## config.mk

```make
export PLATFORM = sky130hd
export DESIGN_NAME = sha256_block_sched
export DESIGN_NICKNAME = d
export VERILOG_FILES = /design/src/rtl/sha256_block_sched.sv
export SDC_FILE = /design/constraint.sdc
export NUM_CORES = 2
export LEC_CHECK = 0
export ABC_AREA = 1
export BUFFER_PORTS_ARGS = -buffer_cell sky130_fd_sc_hd__buf_2
export CAP_MARGIN = 5
export CORE_AREA = 2 2 701 703
export CTS_BUF_LIST = sky130_fd_sc_hd__clkbuf_16
export DETAILED_ROUTE_END_ITERATION = 12
export DIE_AREA = 0 0 703 705
export PLACE_DENSITY_LB_ADDON = 0.05
export SYNTH_ARGS = -nofsm -noshare
export SYNTH_HDL_FRONTEND = slang
export SYNTH_SLANG_ARGS = --single-unit
export TNS_END_PERCENT = 50
```

## constraint.sdc

```tcl
create_clock -name clk -period 6.2 [get_ports clk]
set_clock_uncertainty 0.1 [all_clocks]
set_input_delay 1.24 -clock clk [delete_from_list [all_inputs] [get_ports clk]]
set_output_delay 1.24 -clock clk [all_outputs]
set_load 0.05 [all_outputs]
```

## src/rtl/sha256_block_sched.sv

```systemverilog
// SHA-256 block scheduler: accepts padded 512-bit blocks, sequences the round core
// through load/round/update, keeps the chaining value H and presents the final digest.
module sha256_block_sched #(
  parameter int           ROUNDS = 64,
  parameter logic [255:0] IV     = 256'h6a09e667bb67ae853c6ef372a54ff53a510e527f9b05688c1f83d9ab5be0cd19
) (
  input  logic         clk,
  input  logic         reset,
  input  logic         blk_valid,
  output logic         blk_ready,
  input  logic [511:0] blk_data,
  input  logic         blk_last,
  input  logic         abort,
  output logic         core_load,
  output logic [511:0] core_block,
  output logic [255:0] core_init,
  output logic         core_en,
  output logic [5:0]   core_rnd,
  input  logic [255:0] core_state,
  output logic [255:0] digest,
  output logic         digest_valid,
  input  logic         digest_ack,
  output logic [2:0]   fsm_state
);

  localparam logic [2:0] S_IDLE   = 3'd0;
  localparam logic [2:0] S_LOAD   = 3'd1;
  localparam logic [2:0] S_ROUND  = 3'd2;
  localparam logic [2:0] S_UPDATE = 3'd3;
  localparam logic [2:0] S_DONE   = 3'd4;

  localparam logic [5:0] RND_LAST = 6'(ROUNDS - 1);

  logic [2:0]   state, state_nxt;
  logic [5:0]   rnd_q;
  logic [255:0] h_q, h_sum, digest_q;
  logic [511:0] blk_q;
  logic         first_q, last_q;
  logic         accept;

  // Handshake: a block transfers on a rising clk edge where blk_valid and blk_ready
  // are both high; blk_data/blk_last are sampled only on that edge.
  assign blk_ready = (state == S_IDLE) && !abort;
  assign accept    = blk_valid && blk_ready;

  assign core_load    = (state == S_LOAD);
  assign core_en      = (state == S_ROUND);
  assign core_rnd     = rnd_q;
  assign core_init    = h_q;
  assign core_block   = blk_q;
  assign digest       = digest_q;
  assign digest_valid = (state == S_DONE);
  assign fsm_state    = state;

  // Per-word modular add of the core's working variables into H.
  always_comb begin
    h_sum = '0;
    for (int i = 0; i < 8; i++) begin
      h_sum[32*i +: 32] = h_q[32*i +: 32] + core_state[32*i +: 32];
    end
  end

  always_comb begin
    state_nxt = state;
    case (state)
      S_IDLE:   if (accept) state_nxt = S_LOAD;
      S_LOAD:   state_nxt = S_ROUND;
      S_ROUND:  if (rnd_q == RND_LAST) state_nxt = S_UPDATE;
      S_UPDATE: state_nxt = last_q ? S_DONE : S_IDLE;
      S_DONE:   if (digest_ack) state_nxt = S_IDLE;
      default:  state_nxt = S_IDLE;
    endcase
    if (abort) state_nxt = S_IDLE;
  end

  always_ff @(posedge clk or negedge reset) begin
    if (!reset) begin
      state    <= S_IDLE;
      rnd_q    <= '0;
      h_q      <= IV;
      digest_q <= '0;
      blk_q    <= '0;
      first_q  <= 1'b1;
      last_q   <= 1'b0;
    end else begin
      state <= state_nxt;
      if (abort) begin
        // H is left as is; first forces the next block to restart from IV.
        first_q <= 1'b1;
      end else begin
        case (state)
          S_IDLE: begin
            if (accept) begin
              blk_q  <= blk_data;
              last_q <= blk_last;
              if (first_q) h_q <= IV;
            end
          end
          S_LOAD:  rnd_q <= '0;
          S_ROUND: if (rnd_q != RND_LAST) rnd_q <= rnd_q + 6'd1;
          S_UPDATE: begin
            h_q     <= h_sum;
            first_q <= last_q;
            if (last_q) digest_q <= h_sum;
          end
          default: ;
        endcase
      end
    end
  end

endmodule

```

# == Yosys cells after proc, flatten, opt, wreduce, memory -nomap -nowiden ==
# Cells that the tools add are included.
# totals
word_cells,54
reg_bits,1035
output_inout_bits,1037
inputBits,774
# classes
eq_ne,12
n_bitwise,1
n_reduce_logical,12
n_addsub,9
mux,13
# ops
op,n
2-to-1 mux 256 bit,2
one-hot mux 256 bit (2 select lines),1
adder 32 bit,8
2-to-1 mux 3 bit,5
one-hot mux 3 bit (5 select lines),1
one-hot mux 6 bit (2 select lines),1
AND reduction 3 bit,4
"adder 6 x 1 -> 6 bit, second input constant",1
"== test 3 x 2 -> 1 bit, second input constant",2
"== test 6 bit, second input constant",1
2-to-1 mux 6 bit,1
"!= test 3 x 2 -> 1 bit, second input constant",2
"!= test 6 bit, second input constant",1
nonzero test 2 bit,3
"!= test 2 bit, second input constant",2
AND reduction 4 bit,1
"== test 3 x 1 -> 1 bit, second input constant",1
"== test 3 bit, second input constant",1
logical NOT 3 bit,1
"!= test 3 bit, second input constant",1
logical AND 1 bit,2
2-to-1 mux 1 bit,2
"!= test 2 x 1 -> 1 bit, second input constant",1
logical NOT 1 bit,1
inverter 1 bit,1

# == Depth between registers and ports, before layout ==
# depth
depth_word,6
ltp_mapped,14
depth_no_buf,14

# == Least setup slack after synthesis ==
# OpenSTA, ideal clock, no wires.
# synth_path
kind,register to output
start,reg state[0] (netlist: fsm_state[0])
end,out core_load
required_time_ps,4860
arrival_ps,1950
stages_incl_launch_ff,3
path_slack_ps,2910
cell_sequence,dfrtp_1 > inv_1 > nor3_1
# synth_between
elab_chain_cells,1
# synth_lines
item,line_no,rtl
from (decl),34,"logic [2:0] state, state_nxt;"
from (signal assigned),86,state <= state_nxt;
== test 3 x 1 -> 1 bit,46,assign core_load = (state == S_LOAD);
to (decl),14,"output logic core_load,"
# No other way between the ends.

# == Worst setup path in the final report ==
# layout_path
start,reg state[1] (netlist: fsm_state[1])
end,reg h_q[115] (netlist: core_init[115])
# layout_between
elab_chain_cells,5
elab_cells_between_ends,9
classes_between,3 x eq/ne; 1 x mux; 5 x reduce/logical
# layout_lines
item,line_no,rtl
logical NOT 3 bit,"43, 91",
logical AND 1 bit,43,assign blk_ready = (state == S_IDLE) && !abort;
logical AND 1 bit,44,assign accept = blk_valid && blk_ready;
!= test 2 bit (no source line),-,
AND reduction 4 bit (no source line),-,
to (signal assigned),102,h_q <= h_sum;
to (decl),36,"logic [255:0] h_q, h_sum, digest_q;"
# Parallel ways exist; a longest one is shown, timed or not.
# A chain may end at the register's enable or synchronous reset.

==> reports/results.tsv <==
metric	value	unit
synth_ff_type	dfrtp_1	
fin_tns_setup	0	ns
seqCellArea	26100	sq um
fillCellCount	55958	
clkTransAtPathRegs	0.06	ns
wl	427000	um
irDropWorstVdd	0.240	mV
min_path_type	primary input to asynchronous set/reset pin	
port_buffers	1810	
synth_mux_area_share	10.2	%
tritoncts	yes	
critPathKind	flop to flop	
critPathMaxStageDelay	0.71	ns
use_met3	4.95	%
switching_power	19.2	mW
yosysMostFrequentCell	nand2_1	
netSwitchingFraction	51.9	%
p_leak	40.6	nW
dpl.hpwl	360000	um
synth_seq_area_share	46.0	%
gp_congestion	0.883	
synthCells	6890	
slowest_stage	inv_8	
coreArea	488000	sq um
dp_cells	15051	
rows	257	
busiest_layer	met2	
gr-usage-met1	17.3	%
antenna_found_initial	318	
cp.required	6.87	ns
vias	54348	
p_clk_share	25.2	%
synth_adder_area_share	5.78	%
synth-simple-area-share	23.9	%
r2r-end	core_init[115]	
power.density	468	nW/um^2
layout-drive-gt1-share	31.3	%
die_w	703	um
r2r-start	fsm_state[1]	
grt_pass1_vias	57071	
drtPass1Iterations	7	
clk_path_buf_depth	4	
fp.dieH	705	um
maxCapViolations	0	
status	completed	
rsz0062_at_grt	no	
drc	0	
synth_seq_cells	1035	
start_util	11.6	%
report.final.slew_viol_count	0	
fmax	252	MHz
root_buffer	clkbuf_16	
rr_worst_depth	13	
hold_viol_final	0	
ff2ff_setup_slack	2.23	ns
p_int	17.8	mW
path_max_fanout	65	
grt_overflow	0	
yosysWarningCount	0	
final_nets	9773	
p_comb_share	46.9	%
setup_violations	0	
critPathLaunchType	flop	
seqPwrFrac	27.8	%
grt.met2_usage	32.4	%
grt_pass1_wl	559000	um
synth_compound_gate_area_share	4.49	%
async_reset_ff_share	100	%
multi_input_area	26300	sq um
crit_path_end_kind	flop	
vias_per_cell	3.52	
synth.area.top_cells	dfrtp_1, nand2_1, mux2_2	
cts_setup_buffers	0	
wl_per_cell	27.7	um
yosys.area.top_type_share	39.7	%
cts_buffers	164	
first_iter_violations	2667	
cts.sinks	1035	
avgSynthCellArea	8.22	sq um
cts_hold_buf	0	
worstMarginPinSlew	1.18	ns
synth_xor_area_share	2.03	%
stdcell_count	15436	
synth_edf_count	0	
min_period	3.97	ns
syn_area	56600	sq um
path_cells	nor2_1, nand2_1, nor2_2, nand2_8, nand2_1, inv_2, nor2_4, nand2_8, inv_8, buf_12, nand3_1, nand2_1, inv_1	
io_pins	1811	
slew_headroom	21.5	%
ys_top_cells_by_count	nand2_1, inv_1, dfrtp_1	
synthToLayoutAreaGrowth	39.4	%
ctsResizeCount	0	
synth_top_family_by_area	simple AND/OR/NAND/NOR gates	
die_area	496000	sq um
period_share	64.0	%
insertion_delay	0.90	ns
antenna_left	0	
synth_top_area_cell	dfrtp_1	
grt_util_all_layers	16.7	%
crit_top_cell	nand2_1	
grt_max_degree	149	
cts-htree-levels	4	
synth_nets	7921	
cp.arrival	4.63	ns
yosysUniqueCellTypes	37	
-- power by group through the flow --
| stage | clock network (mW) | logic (mW) | registers [mW] |
|---|---|---|---|
| after floorplan | 0 | 3.95 | 16.9 |
| after global placement | 0 | 17.9 | 10.4 |
| after detailed placement | 0 | 17.9 | 10.4 |
| after CTS | 9.85 | 17.9 | 10.4 |
| after global routing | 10.0 | 18.3 | 10.5 |
| final | 9.32 | 17.3 | 10.3 |
-- per-stage QoR --
| step | setup slack, ns | util [%] | area, sq um | total power [mW] | hold slack (ns) |
|---|---|---|---|---|---|
| 3_5_place_dp | 1.38 | 15.1 | 73600 | 28.3 | 0.364 |
| 4_1_cts | 1.96 | 16.1 | 78700 | 38.1 | 0.195 |
| 3_3_place_gp | 1.42 | 15.1 | 73600 | 28.4 | 0.359 |
| 6_report | 2.23 | 16.2 | 78900 | 36.9 | 0.236 |
| 2_1_floorplan | 2.91 | - | 56600 | 20.8 | 0.374 |
| 5_1_grt | 1.84 | 16.1 | 78800 | 38.8 | 0.229 |
-- routing by layer --
| metal | part of all wire (%) | wire, um |
|---|---|---|
| met5 | 0.35 | 1500 |
| met1 | 36 | 154000 |
| met4 | 3.2 | 13500 |
| met3 | 6.6 | 28300 |
| met2 | 54 | 229000 |
-- flip-flops by register name, summed over array words and instances, names as in the netlist --
name and flops:
core_block 512, core_init 256, core_rnd 6, digest 256, first_q 1, fsm_state 3
last_q 1
-- worst max-delay path, delay by kind of cell (launching register included) --
| family | cells | cell delay [ns] |
|---|---|---|
| buffers and inverters | 4 | 1.26 |
| flip-flops | 1 | 0.44 |
| AND/OR/NAND/NOR | 9 | 1.73 |
-- worst max path at each step --
| stage | startpoint | endpoint | cells after the start |
|---|---|---|---|
| after floorplan | fsm_state[0] | core_load | 2 |
| after global placement | abort | core_init[178] | 12 |
| after detailed placement | abort | core_init[179] | 12 |
| after CTS | fsm_state[1] | core_init[124] | 13 |
| after global routing | fsm_state[1] | core_init[124] | 13 |
| final | fsm_state[1] | core_init[115] | 13 |
-- cells by family after synthesis --
| logic type | after synthesis |
|---|---|
| and+or+nand+nor | 3386 |
| buffers and inverters | 1092 |
| AOI/OAI and AO/OA | 476 |
| xor gates and xnor gates | 131 |
| muxes | 513 |
| DFF | 1035 |
| adders and majority gates | 257 |
-- layout by cell type (no fill, tap or decap), types with 18 or more instances in the layout --
master	instances
nand2_1	2472
buf_2	1809
inv_1	974
dfrtp_1	898
mux2_2	513
nor2_1	390
nand3_1	379
ha_1	249
o21ai_0	191
a21oi_1	183
clkbuf_16	165
dfstp_2	137
diode_2	95
xnor2_1	93
or2_2	56
xor2_1	38
nor3_1	33
nand3b_1	31
clkinv_1	31
o21bai_1	29
o21ai_1	28
buf_4	25
clkinv_2	18
-- area by class of cell --
cell class	count	area share (%)
inverters	926	4.43
diodes	95	0.301
well taps	6475	10.3
clock inverters	125	1.22
multi-input cells	4763	33.4
repair buffers	1852	12.2
flip-flops and latches	1035	33.0
clock buffers	165	5.23
No activity file was read; power rests on OpenSTA's default activity.
